### src/rtl/cond_pkg.sv
// Shared types for the condition unit: ARM condition codes and the NZCV flag layout.
package cond_pkg;

  typedef enum logic [3:0] {
    EQ = 4'b0000, NE = 4'b0001, CS = 4'b0010, CC = 4'b0011,
    MI = 4'b0100, PL = 4'b0101, VS = 4'b0110, VC = 4'b0111,
    HI = 4'b1000, LS = 4'b1001, GE = 4'b1010, LT = 4'b1011,
    GT = 4'b1100, LE = 4'b1101, AL = 4'b1110, NV = 4'b1111
  } cond_e;

  localparam int FLAG_N = 3;
  localparam int FLAG_Z = 2;
  localparam int FLAG_C = 1;
  localparam int FLAG_V = 0;

  typedef struct packed {
    logic n;
    logic z;
    logic c;
    logic v;
  } flags_t;

endpackage

### src/rtl/cond_unit_if.sv
// Decoder/ALU-to-datapath bundle around the condition unit; master drives the instruction side.
interface cond_unit_if #(parameter int CNT_W = 16);
  logic             in_valid;
  logic             stall;
  logic [3:0]       cond;
  logic [1:0]       flag_w;
  logic [3:0]       alu_flags;
  logic             pcs;
  logic             reg_w;
  logic             mem_w;
  logic             no_write;
  logic             cond_ex;
  logic             out_valid;
  logic             pc_src;
  logic             reg_write;
  logic             mem_write;
  logic [3:0]       flags;
  logic [CNT_W-1:0] exec_count;
  logic [CNT_W-1:0] skip_count;

  modport master (
    output in_valid, stall, cond, flag_w, alu_flags, pcs, reg_w, mem_w, no_write,
    input  cond_ex, out_valid, pc_src, reg_write, mem_write, flags, exec_count, skip_count
  );

  modport slave (
    input  in_valid, stall, cond, flag_w, alu_flags, pcs, reg_w, mem_w, no_write,
    output cond_ex, out_valid, pc_src, reg_write, mem_write, flags, exec_count, skip_count
  );
endinterface

### src/rtl/cond_eval.sv
// Combinational ARM condition-field evaluation against a stored NZCV flag set.
module cond_eval
  import cond_pkg::*;
(
  input  logic [3:0] cond,
  input  flags_t     flags,
  output logic       cond_ex
);

  // condition-code decode
  always_comb begin
    cond_ex = 1'b1;
    case (cond_e'(cond))
      EQ:      cond_ex = flags.z;
      NE:      cond_ex = ~flags.z;
      CS:      cond_ex = flags.c;
      CC:      cond_ex = ~flags.c;
      MI:      cond_ex = flags.n;
      PL:      cond_ex = ~flags.n;
      VS:      cond_ex = flags.v;
      VC:      cond_ex = ~flags.v;
      HI:      cond_ex = flags.c & ~flags.z;
      LS:      cond_ex = ~flags.c | flags.z;
      GE:      cond_ex = (flags.n == flags.v);
      LT:      cond_ex = (flags.n != flags.v);
      GT:      cond_ex = ~flags.z & (flags.n == flags.v);
      LE:      cond_ex = flags.z | (flags.n != flags.v);
      AL:      cond_ex = 1'b1;
      default: cond_ex = 1'b1;
    endcase
  end

endmodule

### src/rtl/cond_unit.sv
// Condition unit: architectural flag register, conditional gating of write strobes with one
// registered output stage, and saturating executed/skipped instruction counters.
module cond_unit
  import cond_pkg::*;
#(
  parameter int CNT_W = 16
) (
  input  logic        clk,
  input  logic        rst_n,
  cond_unit_if.slave  bus
);

  localparam logic [CNT_W-1:0] CNT_MAX = {CNT_W{1'b1}};
  localparam logic [CNT_W-1:0] CNT_ONE = {{(CNT_W-1){1'b0}}, 1'b1};

  flags_t           flags_r;
  flags_t           flags_nxt_s;
  flags_t           alu_s;
  logic             cond_ex_s;
  logic             accept_s;
  logic             out_valid_r;
  logic             pc_src_r;
  logic             reg_write_r;
  logic             mem_write_r;
  logic [CNT_W-1:0] exec_r;
  logic [CNT_W-1:0] skip_r;
  logic [CNT_W-1:0] exec_nxt_s;
  logic [CNT_W-1:0] skip_nxt_s;

  // Conditions always look at the stored flags, so back-to-back instructions see the
  // flags written at the previous edge, never the current ALU result.
  cond_eval u_eval (
    .cond    (bus.cond),
    .flags   (flags_r),
    .cond_ex (cond_ex_s)
  );

  assign accept_s = bus.in_valid & ~bus.stall;
  assign alu_s    = flags_t'(bus.alu_flags);

  // next flag value: N/Z and C/V halves update independently
  always_comb begin
    flags_nxt_s = flags_r;
    if (accept_s && cond_ex_s) begin
      if (bus.flag_w[1]) begin
        flags_nxt_s.n = alu_s.n;
        flags_nxt_s.z = alu_s.z;
      end else begin
        flags_nxt_s.n = flags_r.n;
        flags_nxt_s.z = flags_r.z;
      end
      if (bus.flag_w[0]) begin
        flags_nxt_s.c = alu_s.c;
        flags_nxt_s.v = alu_s.v;
      end else begin
        flags_nxt_s.c = flags_r.c;
        flags_nxt_s.v = flags_r.v;
      end
    end else begin
      flags_nxt_s = flags_r;
    end
  end

  // next counter values, saturating at all-ones
  always_comb begin
    exec_nxt_s = exec_r;
    skip_nxt_s = skip_r;
    if (accept_s) begin
      if (cond_ex_s) begin
        exec_nxt_s = (exec_r == CNT_MAX) ? exec_r : exec_r + CNT_ONE;
      end else begin
        skip_nxt_s = (skip_r == CNT_MAX) ? skip_r : skip_r + CNT_ONE;
      end
    end else begin
      exec_nxt_s = exec_r;
      skip_nxt_s = skip_r;
    end
  end

  // flag register and counters
  always_ff @(posedge clk or negedge rst_n) begin
    if (!rst_n) begin
      flags_r <= flags_t'(4'b0000);
      exec_r  <= {CNT_W{1'b0}};
      skip_r  <= {CNT_W{1'b0}};
    end else begin
      flags_r <= flags_nxt_s;
      exec_r  <= exec_nxt_s;
      skip_r  <= skip_nxt_s;
    end
  end

  // registered output stage, frozen while stalled
  always_ff @(posedge clk or negedge rst_n) begin
    if (!rst_n) begin
      out_valid_r <= 1'b0;
      pc_src_r    <= 1'b0;
      reg_write_r <= 1'b0;
      mem_write_r <= 1'b0;
    end else if (!bus.stall) begin
      out_valid_r <= bus.in_valid;
      pc_src_r    <= bus.in_valid & cond_ex_s & bus.pcs;
      reg_write_r <= bus.in_valid & cond_ex_s & bus.reg_w & ~bus.no_write;
      mem_write_r <= bus.in_valid & cond_ex_s & bus.mem_w;
    end else begin
      out_valid_r <= out_valid_r;
      pc_src_r    <= pc_src_r;
      reg_write_r <= reg_write_r;
      mem_write_r <= mem_write_r;
    end
  end

  assign bus.cond_ex    = cond_ex_s;
  assign bus.out_valid  = out_valid_r;
  assign bus.pc_src     = pc_src_r;
  assign bus.reg_write  = reg_write_r;
  assign bus.mem_write  = mem_write_r;
  assign bus.flags      = flags_r;
  assign bus.exec_count = exec_r;
  assign bus.skip_count = skip_r;

endmodule

### src/flat_wrapper.sv
// flat-port wrapper written by rule: the top's interface ports become plain ports
module cond_unit_flat import cond_pkg::*;
#(
  parameter int CNT_W = 16
)
  (clk, rst_n, bus_in_valid, bus_stall, bus_cond, bus_flag_w, bus_alu_flags, bus_pcs, bus_reg_w, bus_mem_w, bus_no_write, bus_cond_ex, bus_out_valid, bus_pc_src, bus_reg_write, bus_mem_write, bus_flags, bus_exec_count, bus_skip_count);
  cond_unit_if #(.CNT_W(CNT_W)) bus_i ();
  input  logic clk;
  input  logic rst_n;
  input wire logic [$bits(bus_i.in_valid)-1:0] bus_in_valid;
  input wire logic [$bits(bus_i.stall)-1:0] bus_stall;
  input wire logic [$bits(bus_i.cond)-1:0] bus_cond;
  input wire logic [$bits(bus_i.flag_w)-1:0] bus_flag_w;
  input wire logic [$bits(bus_i.alu_flags)-1:0] bus_alu_flags;
  input wire logic [$bits(bus_i.pcs)-1:0] bus_pcs;
  input wire logic [$bits(bus_i.reg_w)-1:0] bus_reg_w;
  input wire logic [$bits(bus_i.mem_w)-1:0] bus_mem_w;
  input wire logic [$bits(bus_i.no_write)-1:0] bus_no_write;
  output wire logic [$bits(bus_i.cond_ex)-1:0] bus_cond_ex;
  output wire logic [$bits(bus_i.out_valid)-1:0] bus_out_valid;
  output wire logic [$bits(bus_i.pc_src)-1:0] bus_pc_src;
  output wire logic [$bits(bus_i.reg_write)-1:0] bus_reg_write;
  output wire logic [$bits(bus_i.mem_write)-1:0] bus_mem_write;
  output wire logic [$bits(bus_i.flags)-1:0] bus_flags;
  output wire logic [$bits(bus_i.exec_count)-1:0] bus_exec_count;
  output wire logic [$bits(bus_i.skip_count)-1:0] bus_skip_count;
  assign bus_i.in_valid = bus_in_valid;
  assign bus_i.stall = bus_stall;
  assign bus_i.cond = bus_cond;
  assign bus_i.flag_w = bus_flag_w;
  assign bus_i.alu_flags = bus_alu_flags;
  assign bus_i.pcs = bus_pcs;
  assign bus_i.reg_w = bus_reg_w;
  assign bus_i.mem_w = bus_mem_w;
  assign bus_i.no_write = bus_no_write;
  assign bus_cond_ex = bus_i.cond_ex;
  assign bus_out_valid = bus_i.out_valid;
  assign bus_pc_src = bus_i.pc_src;
  assign bus_reg_write = bus_i.reg_write;
  assign bus_mem_write = bus_i.mem_write;
  assign bus_flags = bus_i.flags;
  assign bus_exec_count = bus_i.exec_count;
  assign bus_skip_count = bus_i.skip_count;
  cond_unit #(.CNT_W(CNT_W)) u_core (.clk(clk), .rst_n(rst_n), .bus(bus_i));
endmodule
### config.mk
export PLATFORM = sky130hd
export DESIGN_NAME = cond_unit_flat
export DESIGN_NICKNAME = d
export VERILOG_FILES = /design/src/rtl/cond_pkg.sv /design/src/rtl/cond_unit_if.sv /design/src/rtl/cond_eval.sv /design/src/rtl/cond_unit.sv /design/src/flat_wrapper.sv
export SDC_FILE = /design/constraint.sdc
export NUM_CORES = 1
export LEC_CHECK = 0
export BUFFER_PORTS_ARGS = -buffer_cell sky130_fd_sc_hd__buf_2
export CORE_ASPECT_RATIO = 0.7
export CORE_MARGIN = 2
export CORE_UTILIZATION = 40
export DETAILED_ROUTE_END_ITERATION = 7
export GPL_TIMING_DRIVEN = 0
export PLACE_DENSITY = 0.62
export SLEW_MARGIN = 20
export SYNTH_ARGS = -nofsm -noshare
export SYNTH_HDL_FRONTEND = slang
export SYNTH_HIERARCHICAL = 1
export SYNTH_SLANG_ARGS = --single-unit
### constraint.sdc
create_clock -name clk -period 5 [get_ports clk]
set_input_delay 0.5 -clock clk [delete_from_list [all_inputs] [get_ports clk]]
set_output_delay 0.5 -clock clk [all_outputs]
set_load 0.02 [all_outputs]
Yosys cells after proc, flatten, opt, wreduce, memory -nomap -nowiden --
Index checks and enable logic that the tools add are counted.
Word-level totals: register bits after elaboration 40, input port bits 18, output and inout bits 41, logic and storage cells 55
Operators by class: $add $sub $neg 2, equality and inequality tests 17, muxes and demuxes 1, bitwise gates (word level) 19, reduce and logical (&&, ||, !) cells 6
Operator list (number):
- 16-bit by 1-bit adder with 16-bit output, second input constant | 2
- 16-bit equality test, second input constant | 2
- 4-bit equality test, second input constant | 6
- 4-bit by 3-bit equality test with 1-bit output, second input constant | 4
- 1-bit case mux with 14 select lines | 1
- 1-bit inverter | 9
- 1-bit AND | 8
- 4-bit by 2-bit equality test with 1-bit output, second input constant | 2
- 3-bit AND reduction | 2
- 4-bit by 1-bit equality test with 1-bit output, second input constant | 1
- 4-bit zero test | 1
- 2-bit AND reduction | 2
- 1-bit OR | 2
- 1-bit equality test | 1
- 1-bit logical AND | 1
- 1-bit != test | 1

Longest topological paths before layout --
Gate-level depths: netlist of run 1.
word-level depth 6, mapped depth 10, gate-level depth less buffers 8

Cells and area by module --
Netlist of run 1, hierarchy kept.
Modules (own cells, without submodules):
- cond_unit | instances 1, cells an instance 160, area an instance 1914.3 µm², sequential area each 1001.0 µm²
- cond_eval | instances 1, cells an instance 23, area an instance 165.2 µm², sequential area each 0.0 µm²

Worst setup path after synthesis of run 1 --
Ideal clock, no wire load.
path type in2reg, start point in bus_cond[3], end point reg u_core.skip_r[11] (netlist: u_core/bus.skip_count[11]), setup time 0.080 ns, arrival time 2.610 ns, required time 4.920 ns, slack 2.311 ns, stages 10, path buffers 2, path through buf_2 and3b_1 a22oi_2 xnor2_1 a211o_1 or3b_4 or2_0 buf_6 nor4b_2 xor2_1
Between the ends: cells in the longest elaborated chain, start to end 4, elaborated cells on any way between the ends 17, those cells by class eq/ne: 13; mux: 1; bitwise: 1; reduce/logical: 2
Ends and longest elaborated chain:
- from (decl) | line flat_wrapper.sv:12 | input wire logic [$bits(bus_i.cond)-1:0] bus_cond;
- 4-bit equality test, or another cell as far along | line cond_eval.sv:13 | case (cond_e'(cond))
- 1-bit case mux with 14 select lines * | line cond_eval.sv:13
- via bus_cond_ex | line flat_wrapper.sv:19 | output wire logic [$bits(bus_i.cond_ex)-1:0] bus_cond_ex;
- 1-bit inverter (no line) *
- 3-bit AND reduction (no line) *
- to (signal assigned) | line cond_unit.sv:85 | skip_r <= {CNT_W{1'b0}};
- to (signal assigned) | line cond_unit.sv:89 | skip_r <= skip_nxt_s;
- to (decl) | line cond_unit.sv:26 | logic [CNT_W-1:0] skip_r;
Mark *: on every way through the listed nets, which the timed path passes. The rest lies on a longest branch. A chain may end at the register's enable or synchronous reset.

Worst setup path after layout of run 1 --
start point reg u_core.flags_r, in the netlist u_core/bus.flags[3], end point reg u_core.skip_r[12] (netlist: u_core/bus.skip_count[12])
Between the ends: cells in the longest elaborated chain, start to end 5, elaborated cells on any way between the ends 8, those cells by class eq/ne: 2; mux: 1; bitwise: 4; reduce/logical: 1
Ends and longest elaborated chain:
- from (decl) | line cond_unit.sv:16 | flags_t flags_r;
- from (signal assigned) | line cond_unit.sv:83 | flags_r <= flags_t'(4'b0000);
- from (signal assigned) | line cond_unit.sv:87 | flags_r <= flags_nxt_s;
- 1-bit != test or 1-bit equality test (tied branches)
- 1-bit OR or 1-bit AND (tied branches) | line cond_eval.sv:27, cond_eval.sv:26
- 1-bit case mux with 14 select lines * | line cond_eval.sv:13
- 1-bit inverter (no line) *
- 3-bit AND reduction (no line) *
Every way passes the cells marked *; elsewhere a longest branch is shown, timed or not.

==> run_results.csv, run 1 <==
group,metric,value,unit
job,cap_violations,0,
sta,fin_crit,2.639,ns
worst_setup_path,worstPathCellList,"a21o_2 > a21oi_1 > o32ai_1 > a211o_1 > or3b_4 > or2_4 > nor4b_1 > xor2_1",
worst_setup_path,slowest_delay,0.48,ns
pwr,p_total,1.114,mW
yosys,ys_seq_elements,40,
routing,routed_via_density,5.019,
worst_setup_path,crit_arrival,2.86,ns
sta,fmax,0.3789,GHz
clock_network,cts_resized,0,
clock_network,clk_latency,0.29,ns
status,status,"completed",
clock_network,tritoncts,"built",
die,core_area,4887,um^2
sta,tightest_slew,0.8774,ns
global_routing,grt_pass1_vias,1475,
worst_setup_path,cp-end-kind,"flip-flop",
yosys,syn_nets,203,
global_routing,antenna_found_initial,0,
pwr,leakage,1.323,nW
die,die_w,90.18,um
pwr,ir_worst_vdd,0.2529,mV
worst_setup_path,start_kind,"flip-flop",
sta,finalSetupViolCount,0,
clock_network,cts_sinks,40,
sta,fin_crit_sh,0.5278,
yosys,ys.flop_type,"dfrtp_1",
clock_network,post_cts_buffers,0,
yosys,synth_area_per_cell,11.36,um^2
layout,nets,267,
sta,rsz0062_at_grt,"no",
routing,totalWireLength,4373,um
layout,drive_gt1_frac,0.3629,
pwr,p_comb_frac,0.310,
placed_design,pre_cts_ws,2.223,ns
sta,skew,0.005725,ns
layout,area_delta_synth_final,23.95,%
yosys,synth_edf_count,0,
clock_network,cts.clk_slew.worst_paths,0.08,ns
worst_setup_path,required,5.22,ns
yosys,yosysUniqueCellTypes,48,
die,pin_count,59,
yosys,ys_seq_area_frac,0.4813,
global_routing,grt_max_degree,41,
sta,slew_headroom,0.4151,
placed_design,place_congestion,0.7260,
routing,num_vias,1591,
routing,drc,0,
pwr,pwr-share-seq,0.435,
pwr,clkPwrFrac,0.255,
layout,fillers,473,
die,start_util,0.4255,
placed_design,hpwlAfterDp,3256,um
yosys,postSynthCellCount,183,
sta,setup_tns,0,ns
clock_network,ctsHoldBuffers,0,
routing,wire_per_inst,13.79,um
clock_network,cts_htree_levels,2,
worst_setup_path,worstSetupPathType,"flip-flop to flip-flop",
yosys,syn_area,2079,um^2
routing,ant_nets,0,
global_routing,grt_pass1_wl,7272,um
layout,antenna_cells,0,
pwr,powerDensity,432.1,nW/um^2
clock_network,root_buffer,"clkbuf_8",
routing,dr.pass1.iters,4,
routing,drt-initial-drc-count,65,
sta,worst_slack,2.361,ns
die,fp.dieH,64.33,um
clock_network,cts_made_buffers,5,
die,die_area,5801,um^2
global_routing,overflow,0,
placed_design,numPortBuffers,57,
yosys,ys_warn_count,6,
sta,final-hold-violation-count,0,
sta,drv_slew,0,
worst_setup_path,cp_num_buf_inv,0,
yosys,synth_async_sr_flop_share,1.000,
worst_setup_path,cp_slowest_cell,"dfrtp_1",
pwr,switching_share,0.3578,
global_routing,grt_use_total,0.1562,
die,floorplan.rows,21,
pwr,p_int,715.2,uW
hold_path,min_path_type,"primary input to asynchronous set/reset pin",
worst_setup_path,cpLargestDelayFamily,"simple AND/OR/NAND/NOR gates",
pwr,p_switching,398.4,uW
clock_network,cts_buffer_depth,2,
worst_setup_path,path_max_fanout,6,
## cell type report
cell class | instances | area, um^2 | share of cell area
clock inverter | 1 | 30.03 | 0.01165
inverter | 5 | 18.77 | 0.007282
buffer | 3 | 20.02 | 0.007767
sequential | 40 | 1001 | 0.3883
tap | 69 | 86.33 | 0.03350
timing repair buffer | 57 | 285.3 | 0.1107
multi-input combinational | 135 | 1040 | 0.4034
clock buffer | 7 | 96.34 | 0.03738
## cells by family (layout without fill, tap and decap cells)
logic type | after synthesis | in the layout | synth area share
xor gates and xnor gates | 33 | 33 | 0.1390
muxes | 8 | 8 | 0.04452
buffers and inverters | 8 | 73 | 0.01865
DFF | 40 | 40 | 0.4813
AOI/OAI and AO/OA | 14 | 14 | 0.06198
and+or+nand+nor | 78 | 78 | 0.2425
adders and majority gates | 2 | 2 | 0.01203
## power by group through the flow
stage / logic (mW) / registers [mW] / clock network (mW)
after CTS: 0.351 / 0.486 / 0.294
after detailed placement: 0.350 / 0.491 / 0
after global placement: 0.342 / 0.491 / 0
after global routing: 0.377 / 0.503 / 0.308
after floorplan: 0.153 / 0.554 / 0
final: 0.345 / 0.484 / 0.284
## registers in the layout, summed over array words and instances, names as in the netlist
register and count:
u_core/bus.skip_count 16, u_core/bus.flags 4, u_core/bus.out_valid 1, u_core/bus.reg_write 1, u_core/bus.mem_write 1, u_core/bus.exec_count 16, u_core/bus.pc_src 1
## cell usage in the layout, fill, tap and decap left out, types with 3 or more instances in the layout
cell,count
buf_2,58
clkbuf_8,7
nand3_1,6
nand4_1,7
xor2_1,27
nor3b_1,4
dfrtp_1,40
nor4_1,6
nand2_1,14
mux2_2,5
xnor2_1,6
nand4_2,3
inv_1,5
nor3_1,11
nor2_1,7
## through the flow
stage | cell area (um^2) | std cells | util | hold slack, ns
2_1_floorplan | 2079 | 183 | - | 0.2044
3_3_place_gp | 2451 | 309 | 0.5015 | 0.4800
3_5_place_dp | 2451 | 309 | 0.5015 | 0.4757
4_1_cts | 2577 | 317 | 0.5274 | 0.3707
5_1_grt | 2577 | 317 | 0.5274 | 0.3933
6_report | 2577 | 317 | 0.5274 | 0.3333
## Yosys cell counts (2+ instances only)
master    n  area share
inv_1     5      0.0090
nor2b_1   2      0.0060
nand4_2   3       0.018
nand4_1   7       0.021
nor4_2    2       0.012
a21oi_1   2      0.0048
nand2_1  14       0.025
nor4_1    6       0.018
dfrtp_1  40        0.48
nor4b_2   2       0.014
nor3_1   11       0.026
nand3_1   6       0.014
a22o_2    2      0.0096
xor2_1   27        0.11
o21ai_0   2      0.0048
mux2_2    5       0.027
xnor2_1   6       0.025
ha_1      2       0.012
nor2_1    7       0.013
nor3b_1   4       0.014
## per-layer routing
metal / routed length, um / track usage
met1: 2251 / 0.2311
met2: 1873 / 0.2284
met3: 208 / 0.03538
met4: 40 / 0.04615
met5: 0 / 0
## final timing paths
check / start / to / slack, ns / cells past startpoint
worst max-delay path: u_core/bus.flags[3] / u_core/bus.skip_count[12] / 2.36 / 8
worst min-delay path: rst_n / u_core/bus.skip_count[9] / 0.33 / 1
worst max register to register: u_core/bus.flags[3] / u_core/bus.skip_count[12] / 2.36 / 8
worst min register to register: u_core/bus.reg_write / u_core/bus.reg_write / 0.49 / 1
max in group asynchronous: rst_n / u_core/bus.exec_count[12] / 4.12 / 1
min in group clk: bus_pcs / u_core/bus.pc_src / 0.43 / 2
Power figures use the tool's default switching activity.
==> run 2, diff against run 1 <==
clock period = 2.62 ns   (was 5 ns; I/O delays follow)
==> run_results.csv, run 2 (synthesized netlist as in run 1, its figures left out) <==
group,metric,value,unit
worst_setup_path,required,2.82,ns
layout,area_delta_synth_final,27.44,%
layout,nets,267,
layout,fin_util,0.5422,
worst_setup_path,cp-end-kind,"flip-flop",
die,pin_count,59,
layout,design_area,2650,um^2
hold_path,min_path_type,"primary input to asynchronous set/reset pin",
global_routing,antenna_found_initial,0,
layout,antenna_cells,0,
routing,highest_layer,"met4",
routing,ant_nets,0,
routing,drt-initial-drc-count,62,
sta,slew_headroom,0.4137,
clock_network,root_buffer,"clkbuf_8",
sta,skew,0.004031,ns
placed_design,pre_cts_ws,0.001521,ns
worst_setup_path,reg2reg_depth,9,
global_routing,grt_max_degree,41,
die,die_w,90.18,um
worst_setup_path,path_max_fanout,8,
clock_network,tritoncts,"built",
layout,final_common_cell,"buf_2",
sta,finalSetupViolCount,0,
layout,finalNonFillerCells,317,
pwr,powerDensity,809.2,nW/um^2
sta,setup_tns,0,ns
clock_network,ctsHoldBuffers,0,
die,fp.dieH,64.33,um
job,cap_violations,0,
placed_design,numPortBuffers,57,
sta,final-hold-violation-count,0,
routing,dr_wl_met3,172,um
die,core_area,4887,um^2
routing,num_vias,1603,
routing,drc,0,
layout,drive_gt1_frac,0.3952,
placed_design,dpl_cell_area,2451,um^2
global_routing,grt_pass1_vias,1475,
clock_network,cts_buffer_depth,2,
worst_setup_path,cp_slowest_cell,"dfrtp_1",
routing,drt-met1-wl,2268,um
pwr,leakage,1.334,nW
worst_setup_path,worstPathCellList,"and3b_1 > a22oi_2 > xnor2_1 > a211o_1 > or3b_4 > or2_0 > buf_6 > nor4b_4 > xor2_1",
worst_setup_path,slowest_delay,0.44,ns
clock_network,cts.clk_slew.worst_paths,0.08,ns
sta,drv_slew,0,
global_routing,grt_use_total,0.1562,
clock_network,cts_made_buffers,5,
pwr,p_total,2.144,mW
die,start_util,0.4255,
sta,worst_slack,0.04252,ns
routing,totalWireLength,4483,um
die,floorplan.rows,21,
sta,tightest_slew,0.8795,ns
worst_setup_path,crit_arrival,2.78,ns
sta,fin_crit,2.577,ns
global_routing,overflow,0,
clock_network,clk_latency,0.29,ns
placed_design,place_congestion,0.7260,
worst_setup_path,worstSetupPathType,"flip-flop to flip-flop",
clock_network,cts_htree_levels,2,
pwr,ir_worst_vdd,0.4830,mV
die,die_area,5801,um^2
global_routing,grt_pass1_wl,7272,um
routing,wl_met2,2001,um
placed_design,hpwlAfterDp,3256,um
routing,dr.pass1.iters,4,
status,status,"completed",
routing,wire_per_inst,14.14,um
sta,fin_crit_sh,0.9838,
layout,final_cell_mix,"buf_2, dfrtp_1, xor2_1",
clock_network,cts_sinks,40,
placed_design,dpl.cell_count,309,
worst_setup_path,start_kind,"flip-flop",
sta,fmax,0.3880,GHz
sta,hold_ws,0.09296,ns
routing,routed_via_density,5.057,
-- run 2: cell count changes in the layout (fill, tap and decap cells not counted) --
cell      change
buf_4         +1
nor4_2        +2
dfrtp_2       +2
nor4b_4       +2
nor4_4        +2
clkbuf_1      -1
nor4b_1       -1
nor4_1        -4
dfrtp_1       -2
nor4b_2       -1
-- run 2: final timing paths --
kind / startpoint / endpoint / slack, ns
max: u_core/bus.flags[2] / u_core/bus.skip_count[11] / 0.04
min: rst_n / u_core/bus.skip_count[9] / 0.09
max reg2reg: u_core/bus.flags[2] / u_core/bus.skip_count[11] / 0.04
min reg2reg: u_core/bus.reg_write / u_core/bus.reg_write / 0.49
max in group asynchronous: rst_n / u_core/bus.flags[0] / 1.92
min in group clk: bus_pcs / u_core/bus.pc_src / 0.19
-- run 2: per-layer routing --
| layer | global-route usage | up-vias |
|---|---|---|
| met3 | 0.03538 | 5 |
| met1 | 0.2311 | 780 |
| met5 | 0 | - |
| met2 | 0.2284 | 29 |
| met4 | 0.04615 | 0 |
| li1 | - | 789 |
-- run 2: cell type report --
class / instances / area [um^2]
Fill cell: 468 / 2237
Timing Repair Buffer: 58 / 292.8
Clock buffer: 7 / 96.34
Multi-Input combinational cell: 135 / 1106
Clock inverter: 1 / 30.03
Sequential cell: 40 / 1003
Buffer: 2 / 16.27
Inverter: 5 / 18.77
Tap cell: 69 / 86.33
-- run 2: timing repair --
item | 4_1_cts | 5_1_grt
buffers inserted | 0 | 1
resized for setup | 0 | 11
setup endpoints to repair | 0 | 10
hold endpoints to repair | 0 | 0
-- run 2: critical path: cells and delay by family (launching register included) --
kind / cells / cell delay (ns)
AO/OA/AOI/OAI: 2 / 0.41
XOR/XNOR: 2 / 0.33
buffers and inverters: 1 / 0.15
flip-flops: 1 / 0.44
AND/OR/NAND/NOR: 4 / 1.17
-- run 2: power by group --
group / internal [mW] / switching (mW)
logic: 0.293 / 0.383
clock network: 0.336 / 0.209
registers: 0.748 / 0.175
total: 1.38 / 0.767
